--- src/rtl/spike_sched.sv ---
// spike_sched: input-side controller for the neuron core.
// It queues external weighted spikes and arbitrates the core's single
// accumulate port between periodic leak, the recurrent self-spike and queued
// external spikes. It detects threshold crossings, emits the output spike
// and holds off new operations for a refractory period after each fire.
//
// Core handshake: a request is presented with o_op_valid=1. o_op and o_op_w
// stay stable until a cycle in which i_op_ready=1, and that cycle is the
// transfer. After an accumulate or leak is accepted, the controller waits for
// the single-cycle i_op_done pulse, with i_core_ge valid in that cycle. The
// reset-V op issued on a fire completes on acceptance and is not followed by
// a done.
module spike_sched #(
    parameter int         FIFO_DEPTH  = 4,
    parameter int         LEAK_PERIOD = 16,
    parameter int         REFRAC_CYC  = 2,
    parameter logic [2:0] REC_W       = 3'd4
) (
    input  logic       clk,
    input  logic       rst,
    input  logic [2:0] i_wspike,
    input  logic       i_svalid,
    input  logic       i_recc,
    input  logic [5:0] i_Thres,
    input  logic       i_Thres_valid,
    output logic       o_op_valid,
    output logic [1:0] o_op,
    output logic [2:0] o_op_w,
    input  logic       i_op_ready,
    input  logic       i_op_done,
    input  logic       i_core_ge,
    output logic [5:0] o_thres,
    output logic       o_spike,
    output logic       o_full,
    output logic       o_drop,
    output logic [2:0] o_state
);

    localparam int AW = (FIFO_DEPTH > 1) ? $clog2(FIFO_DEPTH) : 1;
    localparam int CW = AW + 1;
    localparam int LW = (LEAK_PERIOD > 1) ? $clog2(LEAK_PERIOD) : 1;
    localparam int RW = (REFRAC_CYC > 1) ? $clog2(REFRAC_CYC) : 1;

    localparam logic [CW-1:0] DEPTH_C     = CW'(FIFO_DEPTH);
    localparam logic [LW-1:0] LEAK_LAST   = LW'(LEAK_PERIOD - 1);
    localparam logic [RW-1:0] REFRAC_LAST = RW'(REFRAC_CYC - 1);

    localparam logic [1:0] OP_ACC  = 2'b00;
    localparam logic [1:0] OP_LEAK = 2'b01;
    localparam logic [1:0] OP_RSTV = 2'b10;

    typedef enum logic [2:0] {
        ST_IDLE   = 3'd0,
        ST_ISSUE  = 3'd1,
        ST_WAIT   = 3'd2,
        ST_FIRE   = 3'd3,
        ST_REFRAC = 3'd4
    } state_t;

    typedef enum logic [1:0] {
        SRC_LEAK = 2'd0,
        SRC_REC  = 2'd1,
        SRC_FIFO = 2'd2
    } src_t;

    // FSM and latched request
    state_t         state_q, state_d;
    src_t           src_q, src_d;
    logic [1:0]     op_q, op_d;
    logic [2:0]     w_q, w_d;
    logic [RW-1:0]  refrac_q, refrac_d;

    // FIFO
    logic [2:0]     mem_q [FIFO_DEPTH];
    logic [AW-1:0]  wr_ptr_q, wr_ptr_d;
    logic [AW-1:0]  rd_ptr_q, rd_ptr_d;
    logic [CW-1:0]  count_q, count_d;
    logic           full_q, full_d;
    logic           push, pop;

    // Pending requesters
    logic [LW-1:0]  leak_cnt_q, leak_cnt_d;
    logic           leak_wrap;
    logic           leak_pend_q, leak_pend_d;
    logic           rec_pend_q, rec_pend_d;

    // Threshold
    logic [5:0]     shadow_q, shadow_d;
    logic [5:0]     thres_q, thres_d;

    // Handshake events decoded by the FSM
    logic           accept;
    logic           fire_ack;

    // Next-state logic, request selection and core-facing outputs
    always_comb begin
        state_d    = state_q;
        src_d      = src_q;
        op_d       = op_q;
        w_d        = w_q;
        refrac_d   = refrac_q;
        accept     = 1'b0;
        fire_ack   = 1'b0;
        o_op_valid = 1'b0;
        o_op       = OP_ACC;
        o_op_w     = 3'd0;
        o_spike    = 1'b0;

        case (state_q)
            ST_IDLE: begin
                // Fixed priority: leak, then recurrent, then external queue.
                if (leak_pend_q) begin
                    src_d   = SRC_LEAK;
                    op_d    = OP_LEAK;
                    w_d     = 3'd0;
                    state_d = ST_ISSUE;
                end else if (rec_pend_q) begin
                    src_d   = SRC_REC;
                    op_d    = OP_ACC;
                    w_d     = REC_W;
                    state_d = ST_ISSUE;
                end else if (count_q != '0) begin
                    src_d   = SRC_FIFO;
                    op_d    = OP_ACC;
                    w_d     = mem_q[rd_ptr_q];
                    state_d = ST_ISSUE;
                end
            end
            ST_ISSUE: begin
                o_op_valid = 1'b1;
                o_op       = op_q;
                o_op_w     = w_q;
                if (i_op_ready) begin
                    accept  = 1'b1;
                    state_d = ST_WAIT;
                end
            end
            ST_WAIT: begin
                if (i_op_done) begin
                    // A leak can lower V but never fires the neuron.
                    if (op_q == OP_ACC && i_core_ge) begin
                        state_d = ST_FIRE;
                    end else begin
                        state_d = ST_IDLE;
                    end
                end
            end
            ST_FIRE: begin
                o_op_valid = 1'b1;
                o_op       = OP_RSTV;
                if (i_op_ready) begin
                    o_spike  = 1'b1;
                    fire_ack = 1'b1;
                    refrac_d = '0;
                    state_d  = ST_REFRAC;
                end
            end
            ST_REFRAC: begin
                if (refrac_q == REFRAC_LAST) begin
                    state_d = ST_IDLE;
                end else begin
                    refrac_d = refrac_q + 1'b1;
                end
            end
            default: begin
                state_d = ST_IDLE;
            end
        endcase
    end

    // FIFO, leak timer, pend bits and threshold next-state
    always_comb begin
        // A push is judged against the count at the start of the cycle, so a
        // full queue drops the spike even when a pop happens alongside.
        push     = i_svalid && !full_q;
        pop      = accept && (src_q == SRC_FIFO);
        o_drop   = i_svalid && full_q;
        wr_ptr_d = wr_ptr_q + AW'(push);
        rd_ptr_d = rd_ptr_q + AW'(pop);
        count_d  = count_q + CW'(push) - CW'(pop);
        full_d   = (count_d == DEPTH_C);

        leak_wrap  = (leak_cnt_q == LEAK_LAST);
        leak_cnt_d = leak_wrap ? '0 : leak_cnt_q + 1'b1;

        // A new wrap wins over the clear so a period is never lost.
        leak_pend_d = leak_pend_q;
        if (leak_wrap) begin
            leak_pend_d = 1'b1;
        end else if (accept && src_q == SRC_LEAK) begin
            leak_pend_d = 1'b0;
        end

        rec_pend_d = rec_pend_q;
        if (fire_ack && i_recc) begin
            rec_pend_d = 1'b1;
        end else if (accept && src_q == SRC_REC) begin
            rec_pend_d = 1'b0;
        end

        // The active threshold only moves while idle, so it is never changed
        // under an operation in flight. A write in an idle cycle bypasses the
        // shadow and is visible on the next cycle.
        shadow_d = i_Thres_valid ? i_Thres : shadow_q;
        thres_d  = (state_q == ST_IDLE) ? shadow_d : thres_q;
    end

    // Control and status registers
    always_ff @(posedge clk or posedge rst) begin
        if (rst) begin
            state_q     <= ST_IDLE;
            src_q       <= SRC_LEAK;
            op_q        <= OP_ACC;
            w_q         <= 3'd0;
            refrac_q    <= '0;
            wr_ptr_q    <= '0;
            rd_ptr_q    <= '0;
            count_q     <= '0;
            full_q      <= 1'b0;
            leak_cnt_q  <= '0;
            leak_pend_q <= 1'b0;
            rec_pend_q  <= 1'b0;
            shadow_q    <= 6'd63;
            thres_q     <= 6'd63;
        end else begin
            state_q     <= state_d;
            src_q       <= src_d;
            op_q        <= op_d;
            w_q         <= w_d;
            refrac_q    <= refrac_d;
            wr_ptr_q    <= wr_ptr_d;
            rd_ptr_q    <= rd_ptr_d;
            count_q     <= count_d;
            full_q      <= full_d;
            leak_cnt_q  <= leak_cnt_d;
            leak_pend_q <= leak_pend_d;
            rec_pend_q  <= rec_pend_d;
            shadow_q    <= shadow_d;
            thres_q     <= thres_d;
        end
    end

    // FIFO storage: write the incoming weight at the tail on a push
    always_ff @(posedge clk or posedge rst) begin
        if (rst) begin
            for (int i = 0; i < FIFO_DEPTH; i++) begin
                mem_q[i] <= 3'd0;
            end
        end else if (push) begin
            mem_q[wr_ptr_q] <= i_wspike;
        end
    end

    assign o_thres = thres_q;
    assign o_full  = full_q;
    assign o_state = state_q;

endmodule

--- config.mk ---
export PLATFORM = sky130hd
export DESIGN_NAME = spike_sched
export DESIGN_NICKNAME = d
export VERILOG_FILES = /design/src/rtl/spike_sched.sv
export SDC_FILE = /design/constraint.sdc
export NUM_CORES = 1
export LEC_CHECK = 0
export CORE_AREA = 2 2 69 71
export CTS_BUF_LIST = sky130_fd_sc_hd__clkbuf_8 sky130_fd_sc_hd__clkbuf_16
export CTS_CLUSTER_SIZE = 8
export DETAILED_ROUTE_END_ITERATION = 7
export DIE_AREA = 0 0 71 73
export HOLD_SLACK_MARGIN = 0.02
export PLACE_DENSITY_LB_ADDON = 0.1
export SLEW_MARGIN = 40
export SYNTH_ARGS = -nofsm -noshare
export SYNTH_HDL_FRONTEND = slang
export SYNTH_SLANG_ARGS = --single-unit
--- constraint.sdc ---
create_clock -name clk -period 4.1 [get_ports clk]
set_input_delay 1.025 -clock clk [delete_from_list [all_inputs] [get_ports clk]]
set_output_delay 1.025 -clock clk [all_outputs]
set_load 0.01 [all_outputs]
---- Word level (Yosys, flattened, before mapping) ----
Index checks and enable logic that the tools add are counted.
storage, ports and cells
  flip-flop bits (word level) ............. 49
  input port bits ......................... 17
  output and inout port bits .............. 18
  word-level logic and storage cells ...... 102
operators by class
  add/subtract/negate cells ............... 6
  magnitude comparators ................... 3
  eq/ne operators ......................... 13
  mux-type cells .......................... 39
  bitwise operators ....................... 2
  reduce and logical (&&, ||, !) cells .... 21
operator list
  cell                   count
  $mux W3                14
  $pmux W3 S5            1
  $mux W2                7
  $bwmux W12             1
  $mux W1                10
  $logic_and A1 B1 Y1    8
  $ne A2 B2 Y1 const B   4
  $bmux W3 S2            1
  $demux W3 S2           1
  $eq A3 B2 Y1 const B   2
  $eq A3 B3 Y1 const B   2
  $ge A3 B3 Y1 const B   2
  $mux W6                1
  $not A2 Y3             2
  $reduce_bool A2 Y1     3
  $reduce_bool A3 Y1     2
  $reduce_and A5 Y1      1
  $add A2 B1 Y2          2
  $add A4 B1 Y4 const B  1
  $eq A4 B4 Y1 const B   1
  $logic_not A2 Y1       2
  $mux W4                1
  $ne A4 B4 Y1 const B   1
  $pmux W2 S2            1
  12 further kinds       13

---- Logic depth before layout (Yosys ltp) ----
  depth in word-level cells ............... 7
  depth in mapped cells ................... 10
  gate-level depth less buffers ........... 8

---- Least setup slack after synthesis ----
OpenSTA, ideal clock, no wires.
  path type ............................... in2reg
  start point ............................. input port i_op_ready
  end point ............................... register full_q (netlist: o_full)
  setup time .............................. 0.088 ns
  data arrival time ....................... 2.605 ns
  data required time ...................... 4.012 ns
  setup slack ............................. 1.406 ns
  cell stages on the path ................. 9
  path buffers ............................ 1
  path through ............................ and3b_2 buf_2 nand3_1 xnor2_1 ha_1 fa_1 xor2_1 xnor2_1 nor3b_1
between the ends
  longest elaborated chain between the ends .. 5
ends and longest elaborated chain
  item                  line  source
  from (decl)           29    input logic i_op_ready,
  $mux W1               133   if (i_op_ready) begin
  $mux W1               109   case (state_q)
  $logic_and A1 B1 Y1   176   pop = accept && (src_q == SRC_FIFO);
  $sub A3 B1 Y3         180   count_d = count_q + CW'(push) - CW'(pop);
  via count_d[2]        77    logic [CW-1:0] count_q, count_d;
  $eq A3 B3 Y1          181   full_d = (count_d == DEPTH_C);
  via full_d            78    logic full_q, full_d;
  to (signal assigned)  234   full_q <= full_d;
  to (decl)             78
The timed path passes the listed nets, and every way through them passes these cells.
A chain may end at the register's enable or synchronous reset.

---- Worst setup path in the final report ----
  start point ............................. input port i_op_ready
  end point ............................... output port o_spike
between the ends
  longest elaborated chain between the ends .. 2
ends and longest elaborated chain
  item       line  source
  $mux W1    151   if (i_op_ready) begin
  $mux W1    109
  to (decl)  33    output logic o_spike,
No other way between the ends.

==> run summary <==
PWR
---------------------------------------------------------------------------------------
Proportion of power drawn by the clock network ...........................        20.0%
Sequential group share of total power ....................................        42.9%
Net switching power ......................................................     0.652 mW
Peak supply drop .........................................................     0.362 mV
Leakage power figure .....................................................      1.12 nW
Overall power consumption ................................................      1.98 mW
Switching part of the total ..............................................        32.9%
Share of power burned in combinational logic .............................        37.1%
Internal power component .................................................      1.33 mW
Total power divided by cell area .........................................   744 nW/µm²

GRT
---------------------------------------------------------------------------------------
Maximum number of pins on one net before global-route repair .............           49
Antenna violations before repair .........................................            0
GR met3 Demand/Resource ..................................................        4.83%
Remaining Overflow, GRT ..................................................            0
Global routing met1 resource utilization .................................        21.2%
Vias in the first global route ...........................................         1531
GRT Overall Usage ........................................................        17.6%
GR Layer Usage met2 ......................................................        29.9%
Most utilized layer in the global route result ...........................         met2
Global-route wire length before repair ...................................      7130 µm

CLOCKING
---------------------------------------------------------------------------------------
Number of setup buffers added after CTS ..................................            0
TritonCTS clock tree .....................................................          yes
Number of resized instances in the post-cts repair step ..................            0
Count of H-tree levels built during CTS ..................................            2
Sink count of the clock tree .............................................           48
Number of buffers created by CTS .........................................            5
Post-CTS Hold Fix Bufs ...................................................            0
Clock latency of the later-clocked register in the worst-skew pair .......      0.31 ns
Root buffer cell .........................................................     clkbuf_8
Clk slew on worst S/H paths ..............................................      0.09 ns
Clock buffer depth .......................................................            2

SYNTHESIS
---------------------------------------------------------------------------------------
Largest area contributor in the netlist ..................................      dfrtp_1
Netlist cell types .......................................................           37
Post-synth net total .....................................................          192
Synth top area cells ..................................................... dfrtp_1 42%, dfstp_2 15%, mux2_2 9.5%
Combined area of all synthesized cells ...................................     2140 µm²
EDFF count, synth ........................................................            0
Post-synthesis average cell area .........................................     12.5 µm²
Ys Warns .................................................................            0
Post-Syn Instances .......................................................          171
Fraction of the yosys area taken by sequential cells .....................        56.9%
Post-synth top area share ................................................        42.2%
Async set-reset flop share out of synthesis ..............................         100%
Yosys reg bits ...........................................................           48
Dominant synthesized flop cell ...........................................      dfrtp_1

SETUP PATH
---------------------------------------------------------------------------------------
Highest fanout seen on the critical path .................................            8
Worst reg2reg endpoint ...................................................       o_full
Cell class contributing the biggest share of worst-path delay ............ buffers and inverters
Reg2reg path depth .......................................................            8
Total buffers and inverters traversed by the critical path ...............            2
Max incr delay on CP .....................................................      0.54 ns
Crit. End Element ........................................................ primary output
Worst setup path startpoint ..............................................   i_op_ready
Worst setup endpoint .....................................................      o_spike
Start of the worst register-to-register path .............................   o_state[1]
Critical path class ......................................................       in2out
CP startpoint kind .......................................................    input pin
Highest-delay cell along the critical path ............................... clkdlybuf4s50_1
Cell breakdown of the critical path ...................................... clkdlybuf4s50_1, and3b_2, and2_1, clkdlybuf4s50_1
Critical path depth in cells .............................................            4
Required time worst endpoint .............................................      3.07 ns
Reg-to-reg slack, setup ..................................................      1.69 ns
Cell mode on critical path ............................................... clkdlybuf4s50_1
Data arrival time of the critical path ...................................      2.51 ns

PLACED DESIGN
---------------------------------------------------------------------------------------
Placed standard-cell area ................................................     2520 µm²
Number of port buffers ...................................................           34
Final HPWL from detailed placement .......................................      2940 µm
Placer congestion estimate ...............................................        0.814

STA
---------------------------------------------------------------------------------------
Post-route minimum period ................................................      3.53 ns
Max Fclk .................................................................      283 MHz
Crit share post-route ....................................................        86.1%
Slew HR ..................................................................        60.6%
Worst hold margin ........................................................     0.462 ns
Fin Setup TNS ............................................................         0 ns
Pin slew with the least headroom to its limit ............................     0.591 ns
Setup skew after layout ..................................................   0.00702 ns
Count of final hold-check violations .....................................            0
Count of final setup violators ...........................................            0
Setup repair after global routing missed its margin ......................        false
Count of final max-slew check failures ...................................            0

LAYOUT
---------------------------------------------------------------------------------------
Synth-to-layout area growth ..............................................        24.7%
Post-Layout Inst Area ....................................................     2660 µm²
Number of antenna diodes .................................................            0
Fill cell total of the finished layout ...................................          359
Fin nets .................................................................          229
Share of post-route cells with drive strength above 1 ....................        22.5%

DRT
---------------------------------------------------------------------------------------
Length of the first detailed-routing pass in iterations ..................            4
Remaining number of nets flagged by the antenna check after routing ......            0
Number of violations reported at the end of detailed-routing iteration 0 .           83
Sum of routed wire length over all layers ................................      4100 µm
# DRC ....................................................................            0
Vias post-DR .............................................................         1447
Routed via count divided by cell count ...................................         5.50
Average detailed-routed wire length per instance .........................      15.6 µm

HOLD PATH
---------------------------------------------------------------------------------------
Worst min-delay path category ............................................      reg2reg
Worst Hold Path Cells ....................................................            2

FLOORPLANNING
---------------------------------------------------------------------------------------
Number of I/O pins .......................................................           35
Die outline area .........................................................     5180 µm²
Die W ....................................................................        71 µm
Initial core utilization .................................................        47.1%
Core Region ..............................................................     4540 µm²
Total number of placement rows ...........................................           25
Die height ...............................................................        73 µm

RUN
---------------------------------------------------------------------------------------
Maxcap violations ........................................................            0

STATUS
---------------------------------------------------------------------------------------
Run status ............................................................... finished, final reports clean

==> registers in the layout, indices dropped and copies added (netlist names), 2 cells and up <==
signal / cells
mem_q: 12
src_q: 2
wr_ptr_q: 2
count_q: 3
rd_ptr_q: 2
o_state: 3
o_thres: 6
leak_cnt_q: 4
w_q: 3
shadow_q: 6
==> power groups by stage <==
stage | clock [mW] | sequential, mW | combinational, mW
2_1_floorplan | 0 | 0.823 | 0.508
3_3_place_gp | 0 | 0.844 | 0.711
3_5_place_dp | 0 | 0.860 | 0.743
4_1_cts | 0.407 | 0.851 | 0.747
5_1_grt | 0.423 | 0.881 | 0.816
6_report | 0.396 | 0.851 | 0.735
==> Yosys cell counts (3+ instances only) <==
library cell  number
mux4_2             3
o21ai_0            5
dfrtp_1           36
dfstp_2           12
a32o_1             4
ha_1               3
nand2b_1           3
and2_1             7
xor2_1             3
nor3_1             4
xnor2_1            4
inv_1              6
nand3_1            3
nor3b_1            3
a21oi_1            4
nand2_1           19
mux2_2            18
a21o_1             3
nor2_1             6
==> worst min path at each step <==
stage	start	slack, ns	to
after floorplan	leak_cnt_q[0]	0.45	leak_cnt_q[0]
after global placement	o_thres[2]	0.45	o_thres[2]
after detailed placement	o_thres[1]	0.45	o_thres[1]
after CTS	o_thres[1]	0.46	o_thres[1]
after global routing	o_thres[2]	0.48	o_thres[2]
final	o_thres[1]	0.46	o_thres[1]
==> placed cells by master (no fill, tap or decap), drive strengths merged, types with 2 or more instances in the layout <==
cell type	instances
nor2	6
a32o	4
buf	2
mux2	18
or3	2
xnor2	4
o21ai	5
nand2b	4
and2	7
nor3b	3
xor2	3
dfstp	12
nand2	19
a22o	2
nand4	2
a21oi	4
inv	5
nor3	4
ha	3
mux4	3
a21o	3
nand3b	2
clkdlybuf4s50	34
dfrtp	36
nand3	3
clkbuf	8
==> metrics by stage <==
step | cells | setup WS [ns] | util, %
final | 263 | 0.568 | 58.7
after global routing | 263 | 0.477 | 58.7
after CTS | 263 | 0.563 | 58.7
after detailed placement | 255 | 0.575 | 55.5
after global placement | 255 | 0.601 | 55.5
after floorplan | 171 | 1.41 | -
==> worst min-delay path, stage by stage, from the launching register on <==
cell and delay [ns]:
dfstp_2 0.38, nand2_1 0.05, nand2_1 0.05
==> metal layers <==
metal / part of all wire, % / vias to the layer above / wire length [µm]
met5: 0 / - / 0
met4: 1.4 / 0 / 56
met3: 4.1 / 6 / 170
met2: 50 / 27 / 2070
met1: 44 / 740 / 1800
li1: - / 674 / -
==> cell type report <==
| class | count | area, µm² | share of cell area (%) |
|---|---|---|---|
| sequential | 48 | 1220 | 45.7 |
| inverter | 6 | 22.5 | 0.846 |
| timing repair buffer | 36 | 355 | 13.3 |
| clock buffer | 8 | 144 | 5.40 |
| tap | 54 | 67.6 | 2.54 |
| multi-input combinational | 111 | 857 | 32.2 |
==> cell families after synthesis <==
family	count (synthesis)	share of synthesized area (%)
multiplexers	21	12.7
buffers and inverters	12	2.93
AND/OR/NAND/NOR	54	13.3
flip-flops	48	56.9
XOR/XNOR	7	2.87
AO/OA/AOI/OAI	25	8.61
adder cells (fa/ha/maj)	4	2.70
(Power assumes the default switching activity.)
